$ cat config.mk
export PLATFORM = sky130hd
export DESIGN_NAME = ram_bus_arbiter_flat
export DESIGN_NICKNAME = d
export VERILOG_FILES = /design/src/rtl/ram_bus_arbiter_if.sv /design/src/rtl/ram_bus_arbiter.sv /design/src/flat_wrapper.sv
export SDC_FILE = /design/constraint.sdc
export NUM_CORES = 1
export LEC_CHECK = 0
export CORE_AREA = 2 2 224 226
export CTS_CLUSTER_DIAMETER = 100
export DETAILED_ROUTE_END_ITERATION = 8
export DIE_AREA = 0 0 226 228
export PLACE_DENSITY = 0.43
export SLEW_MARGIN = 30
export SYNTH_ARGS = -nofsm -noshare
export SYNTH_HDL_FRONTEND = slang
export SYNTH_SLANG_ARGS = --single-unit
export TNS_END_PERCENT = 10
$ cat constraint.sdc
create_clock -name Clock -period 4 [get_ports Clock]
set_input_delay 0.8 -clock Clock [delete_from_list [all_inputs] [get_ports Clock]]
set_output_delay 0.8 -clock Clock [all_outputs]
set_load 0.02 [all_outputs]
$ cat src/rtl/ram_bus_arbiter_if.sv
// Purpose: bundle of requestor-side and memory-write-side signals for ram_bus_arbiter.
// Signals:
//   iReq, iWriteEnable    per-requestor request and write strobe
//   iWriteAddress, iData  flattened per-requestor address/data slices (slice i = requestor i)
//   iForce, iForceIdx     owner override
//   oGrant, oOwner        one-hot owner and its index
//   oWriteEnable, oWriteAddress, oData  registered memory write port
//   oConflict             sticky non-owner write flag
// Modports: master (requestor/testbench side), slave (arbiter side).
interface ram_bus_arbiter_if #(
    parameter int unsigned NUM_REQ = 4,
    parameter int unsigned DATA_W  = 96,
    parameter int unsigned ADDR_W  = 16
);
    localparam int unsigned IDX_W = $clog2(NUM_REQ);

    logic [NUM_REQ-1:0]        iReq;
    logic [NUM_REQ-1:0]        iWriteEnable;
    logic [NUM_REQ*ADDR_W-1:0] iWriteAddress;
    logic [NUM_REQ*DATA_W-1:0] iData;
    logic                      iForce;
    logic [IDX_W-1:0]          iForceIdx;
    logic [NUM_REQ-1:0]        oGrant;
    logic [IDX_W-1:0]          oOwner;
    logic                      oWriteEnable;
    logic [ADDR_W-1:0]         oWriteAddress;
    logic [DATA_W-1:0]         oData;
    logic                      oConflict;

    modport master (
        output iReq, iWriteEnable, iWriteAddress, iData, iForce, iForceIdx,
        input  oGrant, oOwner, oWriteEnable, oWriteAddress, oData, oConflict
    );

    modport slave (
        input  iReq, iWriteEnable, iWriteAddress, iData, iForce, iForceIdx,
        output oGrant, oOwner, oWriteEnable, oWriteAddress, oData, oConflict
    );
endinterface

$ cat src/rtl/ram_bus_arbiter.sv
// Purpose: arbitrates NUM_REQ write requestors onto a single registered RAM write port.
//   Round-robin with burst limit (RR_MODE=1) or fixed priority, index 0 highest (RR_MODE=0).
//   iForce imposes an owner. Non-owner write strobes are dropped and flagged in oConflict.
// Ports:
//   Clock  rising-edge clock
//   Reset  asynchronous active-low reset
//   bus    ram_bus_arbiter_if.slave (requests, write slices, force, grant, write port, conflict)
module ram_bus_arbiter #(
    parameter int unsigned NUM_REQ   = 4,
    parameter int unsigned DATA_W    = 96,
    parameter int unsigned ADDR_W    = 16,
    parameter int unsigned RR_MODE   = 1,
    parameter int unsigned MAX_BURST = 8
) (
    input  logic               Clock,
    input  logic               Reset,
    ram_bus_arbiter_if.slave   bus
);
    localparam int unsigned IDX_W = $clog2(NUM_REQ);
    localparam int unsigned CNT_W = 8;

    typedef enum logic {IDLE = 1'b0, OWNED = 1'b1} state_t;

    state_t               state_q, state_d;
    logic [IDX_W-1:0]     owner_q, owner_d;
    logic [IDX_W-1:0]     last_q, last_d;
    logic [CNT_W-1:0]     cnt_q, cnt_d;
    logic [NUM_REQ-1:0]   grant_q, grant_d;
    logic                 we_q, we_d;
    logic [ADDR_W-1:0]    addr_q, addr_d;
    logic [DATA_W-1:0]    data_q, data_d;
    logic                 conflict_q, conflict_d;

    logic [NUM_REQ-1:0]   others;
    logic                 idle_found, oth_found;
    logic [IDX_W-1:0]     idle_idx, oth_idx;
    logic                 force_ok;

    // Winner search: first requester after ptr (wrapping, ptr last) or lowest index.
    function automatic void pick(input logic [NUM_REQ-1:0] req, input logic [IDX_W-1:0] ptr,
                                 output logic found, output logic [IDX_W-1:0] idx);
        found = 1'b0;
        idx   = '0;
        for (int unsigned k = 0; k < NUM_REQ; k++) begin
            int unsigned j;
            if (RR_MODE != 0) j = (32'(ptr) + k + 1) % NUM_REQ;
            else              j = k;
            if (!found && req[IDX_W'(j)]) begin
                found = 1'b1;
                idx   = IDX_W'(j);
            end
        end
    endfunction

    // State and output registers.
    always_ff @(posedge Clock or negedge Reset) begin
        if (!Reset) begin
            state_q    <= IDLE;
            owner_q    <= '0;
            last_q     <= IDX_W'(NUM_REQ - 1);
            cnt_q      <= '0;
            grant_q    <= '0;
            we_q       <= 1'b0;
            addr_q     <= '0;
            data_q     <= '0;
            conflict_q <= 1'b0;
        end else begin
            state_q    <= state_d;
            owner_q    <= owner_d;
            last_q     <= last_d;
            cnt_q      <= cnt_d;
            grant_q    <= grant_d;
            we_q       <= we_d;
            addr_q     <= addr_d;
            data_q     <= data_d;
            conflict_q <= conflict_d;
        end
    end

    // Next-state: ownership, last-owner pointer and burst counter.
    always_comb begin
        state_d = state_q;
        owner_d = owner_q;
        last_d  = last_q;
        cnt_d   = cnt_q;
        others  = bus.iReq & ~grant_q;
        pick(bus.iReq, last_q, idle_found, idle_idx);
        pick(others, owner_q, oth_found, oth_idx);
        // An out-of-range force index (non power-of-two NUM_REQ) is ignored.
        force_ok = bus.iForce && (32'(bus.iForceIdx) < NUM_REQ);

        if (force_ok) begin
            state_d = OWNED;
            owner_d = bus.iForceIdx;
            last_d  = bus.iForceIdx;
            cnt_d   = '0;
        end else begin
            case (state_q)
                IDLE: begin
                    if (idle_found) begin
                        state_d = OWNED;
                        owner_d = idle_idx;
                        last_d  = idle_idx;
                        cnt_d   = '0;
                    end
                end
                OWNED: begin
                    if (bus.iReq[owner_q]) begin
                        if ((RR_MODE != 0) && (cnt_q == CNT_W'(MAX_BURST - 1)) && oth_found) begin
                            owner_d = oth_idx;
                            last_d  = oth_idx;
                            cnt_d   = '0;
                        end else if (cnt_q < CNT_W'(MAX_BURST - 1)) begin
                            // Saturates at the limit so a lone owner never wraps the counter.
                            cnt_d = cnt_q + CNT_W'(1);
                        end
                    end else if (oth_found) begin
                        owner_d = oth_idx;
                        last_d  = oth_idx;
                        cnt_d   = '0;
                    end else begin
                        state_d = IDLE;
                        cnt_d   = '0;
                    end
                end
                default: state_d = IDLE;
            endcase
        end
    end

    // Output next-values: grant from new owner, write port from the current (old) owner.
    always_comb begin
        grant_d    = (state_d == OWNED) ? (NUM_REQ'(1) << owner_d) : '0;
        we_d       = |(bus.iWriteEnable & grant_q);
        addr_d     = addr_q;
        data_d     = data_q;
        if (we_d) begin
            addr_d = bus.iWriteAddress[32'(owner_q)*ADDR_W +: ADDR_W];
            data_d = bus.iData[32'(owner_q)*DATA_W +: DATA_W];
        end
        conflict_d = conflict_q | (|(bus.iWriteEnable & ~grant_q));
    end

    assign bus.oGrant        = grant_q;
    assign bus.oOwner        = owner_q;
    assign bus.oWriteEnable  = we_q;
    assign bus.oWriteAddress = addr_q;
    assign bus.oData         = data_q;
    assign bus.oConflict     = conflict_q;
endmodule

$ cat src/flat_wrapper.sv
// flat-port wrapper written by rule: the top's interface ports become plain ports
module ram_bus_arbiter_flat 
#(
    parameter int unsigned NUM_REQ   = 4,
    parameter int unsigned DATA_W    = 96,
    parameter int unsigned ADDR_W    = 16,
    parameter int unsigned RR_MODE   = 1,
    parameter int unsigned MAX_BURST = 8
)
  (Clock, Reset, bus_iReq, bus_iWriteEnable, bus_iWriteAddress, bus_iData, bus_iForce, bus_iForceIdx, bus_oGrant, bus_oOwner, bus_oWriteEnable, bus_oWriteAddress, bus_oData, bus_oConflict);
  ram_bus_arbiter_if #(.NUM_REQ(NUM_REQ), .DATA_W(DATA_W), .ADDR_W(ADDR_W)) bus_i ();
  input  logic Clock;
  input  logic Reset;
  input wire logic [$bits(bus_i.iReq)-1:0] bus_iReq;
  input wire logic [$bits(bus_i.iWriteEnable)-1:0] bus_iWriteEnable;
  input wire logic [$bits(bus_i.iWriteAddress)-1:0] bus_iWriteAddress;
  input wire logic [$bits(bus_i.iData)-1:0] bus_iData;
  input wire logic [$bits(bus_i.iForce)-1:0] bus_iForce;
  input wire logic [$bits(bus_i.iForceIdx)-1:0] bus_iForceIdx;
  output wire logic [$bits(bus_i.oGrant)-1:0] bus_oGrant;
  output wire logic [$bits(bus_i.oOwner)-1:0] bus_oOwner;
  output wire logic [$bits(bus_i.oWriteEnable)-1:0] bus_oWriteEnable;
  output wire logic [$bits(bus_i.oWriteAddress)-1:0] bus_oWriteAddress;
  output wire logic [$bits(bus_i.oData)-1:0] bus_oData;
  output wire logic [$bits(bus_i.oConflict)-1:0] bus_oConflict;
  assign bus_i.iReq = bus_iReq;
  assign bus_i.iWriteEnable = bus_iWriteEnable;
  assign bus_i.iWriteAddress = bus_iWriteAddress;
  assign bus_i.iData = bus_iData;
  assign bus_i.iForce = bus_iForce;
  assign bus_i.iForceIdx = bus_iForceIdx;
  assign bus_oGrant = bus_i.oGrant;
  assign bus_oOwner = bus_i.oOwner;
  assign bus_oWriteEnable = bus_i.oWriteEnable;
  assign bus_oWriteAddress = bus_i.oWriteAddress;
  assign bus_oData = bus_i.oData;
  assign bus_oConflict = bus_i.oConflict;
  ram_bus_arbiter #(.NUM_REQ(NUM_REQ), .DATA_W(DATA_W), .ADDR_W(ADDR_W), .RR_MODE(RR_MODE), .MAX_BURST(MAX_BURST)) u_core (.Clock(Clock), .Reset(Reset), .bus(bus_i));
endmodule
After elaboration in Yosys (flattened, before gate mapping)
Index checks and enable logic that the tools add are counted.

word-level totals
  bits in registers = 131
  bits of input ports = 461
  word-level logic and storage cells = 122

cells by class
  add/subtract/negate cells = 13
  multipliers = 1
  order comparisons = 10
  eq/ne operators = 5
  shift operators = 3
  mux-type cells = 58
  bitwise logic cells = 6
  reduce and logical (&&, ||, !) cells = 17

operators by type and width
  cell                                                                          number
  384-bit by 10-bit variable part select with 96-bit output                     1
  64-bit by 7-bit variable part select with 16-bit output                       1
  8-bit two-way mux                                                             5
  2-bit two-way mux                                                             18
  2-bit by 3-bit less-than comparator with 1-bit output, second input constant  9
  1-bit two-way mux                                                             21
  1-bit binary-select mux with 2-bit select                                     9
  2-bit by 1-bit adder with 2-bit output, second input constant                 8
  8-bit case mux with 2 select lines                                            1
  4-bit AND                                                                     3
  2-bit adder, second input constant                                            4
  8-bit by 1-bit adder with 8-bit output, second input constant                 1
  8-bit by 3-bit == test with 1-bit output, second input constant               1
  8-bit by 3-bit less-than comparator with 1-bit output, second input constant  1
  4-bit != test, second input constant                                          2
  2-bit case mux with 2 select lines                                            2
  4-bit OR reduction                                                            2
  1-bit logical AND                                                             7
  1-bit zero test                                                               6
  5-bit != test, second input constant                                          1
  2-bit by 2-bit multiplier with 4-bit output, second input constant            1
  4-bit two-way mux                                                             1
  4-bit NOT                                                                     1
  1-bit by 2-bit left shift with 4-bit output, first input constant             1
  6 further kinds                                                               6

Depth between registers and ports, before layout
  word-level depth = 21
  mapped depth = 8
  depth with buffers taken out = 7

Worst setup path after synthesis
Ideal clock, no wire load.

  path type = input to register
  start point = in bus_iReq[3]
  end point = reg u_core.grant_q[1], in the netlist u_core.bus.oGrant[1]
  setup time = 0.120 ns
  arrival = 1.974 ns
  required time = 3.880 ns
  slack = 1.906 ns
  cell stages on the path = 6
  buffers on the path = 0
  cells stage by stage = mux4_2 -> nand2_1 -> a21oi_1 -> o21ai_0 -> and3_4 -> and3b_1

on the way
  word-level cells in the longest chain between the ends = 20

ends and longest elaborated chain
  item                                           RTL line                source
  start: declaration                             flat_wrapper.sv:14      input wire logic [$bits(bus_i.iReq)-1:0] bus_iReq;
  4-bit AND                                      ram_bus_arbiter.sv:86   others = bus.iReq & ~grant_q;
  1-bit binary-select mux with 2-bit select      ram_bus_arbiter.sv:48   if (!found && req[IDX_W'(j)]) begin
  1-bit two-way mux (not written as such)        ram_bus_arbiter.sv:48
  1-bit two-way mux                              ram_bus_arbiter.sv:48
  1-bit zero test                                ram_bus_arbiter.sv:48
  1-bit logical AND                              ram_bus_arbiter.sv:48
  1-bit two-way mux                              ram_bus_arbiter.sv:48
  1-bit zero test                                ram_bus_arbiter.sv:48
  [6 not listed]                                 --
  2-bit two-way mux                              ram_bus_arbiter.sv:109  if ((RR_MODE != 0) && (cnt_q == CNT_W'(MAX_BURST - 1)) && oth_found) begin
  2-bit two-way mux                              ram_bus_arbiter.sv:108  if (bus.iReq[owner_q]) begin
  2-bit case mux with 2 select lines *           ram_bus_arbiter.sv:98   case (state_q)
  2-bit two-way mux *                            ram_bus_arbiter.sv:92   if (force_ok) begin
  net u_core.owner_d[1]                          ram_bus_arbiter.sv:25   logic [IDX_W-1:0] owner_q, owner_d;
  1-bit by 2-bit left shift with 4-bit output *  ram_bus_arbiter.sv:133  grant_d = (state_d == OWNED) ? (NUM_REQ'(1) << owner_d) : '0;
  4-bit two-way mux *                            ram_bus_arbiter.sv:133
  net u_core.grant_d[1]                          ram_bus_arbiter.sv:28   logic [NUM_REQ-1:0] grant_q, grant_d;
  end signal: assignment                         ram_bus_arbiter.sv:72   grant_q <= grant_d;
  end: declaration                               ram_bus_arbiter.sv:28

Mark *: on every way through the listed nets, which the timed path passes. The rest lies on a longest branch. The select of a mux whose other input is x is not followed.
A chain may end at the register's enable or synchronous reset.

Worst setup path in the final report
  start point = reg u_core.owner_q[0], in the netlist u_core.bus.oOwner[0]
  end point = out bus_oOwner[0]

RTL lines
  item                      RTL line               source
  start: declaration        ram_bus_arbiter.sv:25
  start signal: assignment  ram_bus_arbiter.sv:69  owner_q <= owner_d;
  end: declaration          flat_wrapper.sv:21     output wire logic [$bits(bus_i.oOwner)-1:0] bus_oOwner;

No word-level cell between the ends.

==> results.tsv <==
stage	metric	value	unit
global_routing	grt_max_degree	114	
place	io_buffers	580	
clock_network	insertion_delay	0.43	ns
setup_path	cp-endpoint	bus_oOwner[0]	
setup_path	worstSetupEndpointType	primary output	
setup_path	cp-startpoint	u_core.bus.oOwner[0]	
setup_path	path_max_fanout	42	
synthesis	syn_inst	508	
setup_path	reg2reg_depth	3	
sta	tightest_slew	0.859	ns
setup_path	reg2reg_to	u_core.bus.oData[30]	
setup_path	rrSetupSlack	1.50	ns
sta	finalHoldViolCount	0	
pwr	p_int	0.00656	W
die	die_w	226	um
synthesis	syn_area	8020	um2
sta	report.final.slew_viol_count	0	
sta	rsz0062_at_grt	false	
global_routing	grt_use_total	13.6	%
finish	syn_to_final_growth	89.5	%
die	core_area	49300	um2
pwr	power.density	684	nW/um2
sta	period_share	74.5	%
synthesis	synthFlopType	dfrtp_1	
synthesis	synth.distinct_cells	54	
detailed_routing	drt_first_pass_iters	4	
flow_run	cap_violations	0	
die	initial_core_util	16.3	%
synthesis	synth_area_leader_cell	dfrtp_1	
clock_network	cts_buffers	17	
die	die_area	51500	um2
synthesis	synth.area.top_cells	dfrtp_1 (40%), mux4_2 (32%), mux2_2 (16%)	
clock_network	cts.sinks	131	
synthesis	synth_top_area_share	40.2	%
clock_network	post_cts_buffers	0	
pwr	power.net_switching	0.00384	W
place	gp_congestion	0.776	
synthesis	synth_fp_nets	970	
sta	slew_headroom	42.7	%
min_path	hp-class	in -> async	
setup_path	critPathRequiredTime	3.20	ns
clock_network	cts-resized-gates	0	
sta	layout_setup_ws	1.02	ns
place	place_hpwl	28200	um
global_routing	busiest_layer	met2	
setup_path	arrival	2.18	ns
synthesis	syn_area_per_cell	15.8	um2
global_routing	gr-total-overflow	0	
finish	fin_nets	1535	
detailed_routing	wl_per_cell	20.1	um
sta	min_period	2.98	ns
clock_network	cts_tree	yes	
clock_network	root_buffer	clkbuf_16	
detailed_routing	wl	35300	um
global_routing	grt_pass1_wl	51000	um
global_routing	gr-usage-met3	5.35	%
die	ios	581	
setup_path	worstReg2RegStart	u_core.bus.oOwner[1]	
detailed_routing	num_vias	7125	
clock_network	clockBufferDepth	2	
setup_path	cp_slowest_cell	dfrtp_4	
synthesis	ys_ff_latch	131	
pwr	seqPwrFrac	24.5	%
detailed_routing	vias_per_cell	4.05	
setup_path	critPathLaunchType	flip-flop	
setup_path	crit_family	flip-flops	
clock_network	clk_pin_slew	0.06	ns
die	dieHeight	228	um
setup_path	crit_cells	1	
global_routing	use_met1	15.0	%
sta	fmax	335	MHz
die	fp-row-count	82	
sta	setup_viol	0	
pwr	power.share.switching	37.0	%
place	pre_cts_ws	1.14	ns
pwr	power_frac_comb	59.7	%
synthesis	ys_seq_area_share	40.9	%
detailed_routing	ant_nets	0	
pwr	ir_drop	0.642	mV
setup_path	criticalPathCategory	reg -> out	
setup_path	cpPeakStageDelay	0.97	ns
synthesis	synth_edf_count	0	
synthesis	yosys_warnings	0	
global_routing	grt_pass1_vias	7920	
global_routing	grt_antenna_before_repair	5	
global_routing	use_met2	24.2	%
clock_network	ctsHoldBuffers	0	
sta	tns	0	ns
run_status	outcome	completed	
setup_path	crit_buf_inv	1	
pwr	power_leakage	5.61	nW
pwr	clkPwrFrac	15.8	%
setup_path	crit_chain	clkdlybuf4s50_1	
finish	drive_gt1_share	25.9	%
clock_network	ctsHtreeMaxLevel	4	
synthesis	async_reset_ff_share	100	%
detailed_routing	drc_errors	0	
detailed_routing	drt-initial-drc-count	228	
sta	fin_worst_skew	0.00494	ns
[worst min-delay path by stage]
stage	start	end	slack (ns)
detailed placement	u_core.bus.oConflict	u_core.bus.oConflict	0.46
finish	Reset	u_core.bus.oData[53]	0.35
global route	Reset	u_core.bus.oData[41]	0.38
floorplan	u_core.cnt_q[6]	u_core.cnt_q[6]	0.45
global placement	u_core.bus.oConflict	u_core.bus.oConflict	0.47
CTS	Reset	u_core.bus.oData[53]	0.34
[layout by cell type (no fill, tap or decap), types with 2 or more instances in the layout]
cell type	synthesis	final
nor3b_1	2	2
o21ai_1	3	3
nand2b_1	8	8
a21oi_1	9	9
clkbuf_1	7	3
o211ai_1	3	3
mux2_2	112	112
mux4_2	113	113
mux2i_1	3	3
and2_1	5	5
nor2_1	9	9
clkinvlp_4	0	3
a22oi_1	2	2
buf_12	0	4
clkbuf_8	0	3
clkinv_2	0	3
inv_1	8	8
bufinv_16	0	3
dfrtp_4	0	2
buf_4	1	3
o31ai_1	2	2
dfrtp_1	129	127
o21ai_0	7	7
clkdlybuf4s50_1	0	579
nor3_2	2	2
dfstp_2	2	2
nor2b_1	4	4
clkbuf_16	0	17
nand2_1	11	10
nor3_1	3	3
a221oi_1	2	2
[power by group through the flow]
stage	combinational, W	clock (W)	sequential (W)
floorplan	0.00312	0	0.00310
global placement	0.00636	0	0.00258
detailed placement	0.00634	0	0.00259
CTS	0.00636	0.00172	0.00258
global route	0.00661	0.00177	0.00267
finish	0.00621	0.00164	0.00255
[kinds of logic (layout without fill, tap and decap cells)]
group | count (synthesis) | in the layout | synth area share, %
multiplexers | 228 | 228 | 47.8
flip-flops | 131 | 131 | 40.9
AND/OR/NAND/NOR | 56 | 56 | 4.46
buffers and inverters | 49 | 627 | 2.76
AO/OA/AOI/OAI | 43 | 43 | 3.93
adder cells (fa/ha/maj) | 1 | 1 | 0.156
other | 0 | 1 | 0
[synth_stat cells, types with 3 or more instances]
library cell,n
dfrtp_1,129
mux4_2,113
mux2_2,112
buf_2,21
buf_1,11
nand2_1,11
a21oi_1,9
nor2_1,9
inv_1,8
nand2b_1,8
clkbuf_1,7
o21ai_0,7
and2_1,5
nor2b_1,4
mux2i_1,3
nor3_1,3
o211ai_1,3
o21ai_1,3
[layout make-up]
class	instances	area, um2
Antenna cell	1	2.50
Clock buffer	23	478
Clock inverter	9	128
Fill cell	5011	34100
Inverter	8	30.0
Multi-Input combinational cell	328	4530
Sequential cell	131	3290
Tap cell	672	841
Timing Repair Buffer	587	5910
[registers in the layout (all words and copies together) (netlist names)]
signal	count
u_core.bus.oWriteEnable	1
u_core.bus.oGrant	4
u_core.last_q	2
u_core.bus.oOwner	2
u_core.bus.oData	96
u_core.cnt_q	8
u_core.state_q	1
u_core.bus.oConflict	1
u_core.bus.oWriteAddress	16
[through the flow]
| step | std cells | util [%] | instance area [um2] | hold slack, ns | total power (W) |
|---|---|---|---|---|---|
| floorplan | 508 | - | 8020 | 0.455 | 0.00622 |
| global placement | 1726 | 29.6 | 14600 | 0.467 | 0.00894 |
| detailed placement | 1726 | 29.6 | 14600 | 0.462 | 0.00893 |
| CTS | 1758 | 30.8 | 15200 | 0.344 | 0.0107 |
| global route | 1758 | 30.8 | 15200 | 0.384 | 0.0111 |
| finish | 1759 | 30.8 | 15200 | 0.351 | 0.0104 |
[metal layers]
metal  vias to the layer above  share of wire, %
li1                       3179                 -
met1                      3577                38
met5                         -              0.12
met3                        27               9.5
met2                       334                51
met4                         8               1.3
Note: power is estimated with default switching activity, not from simulation.
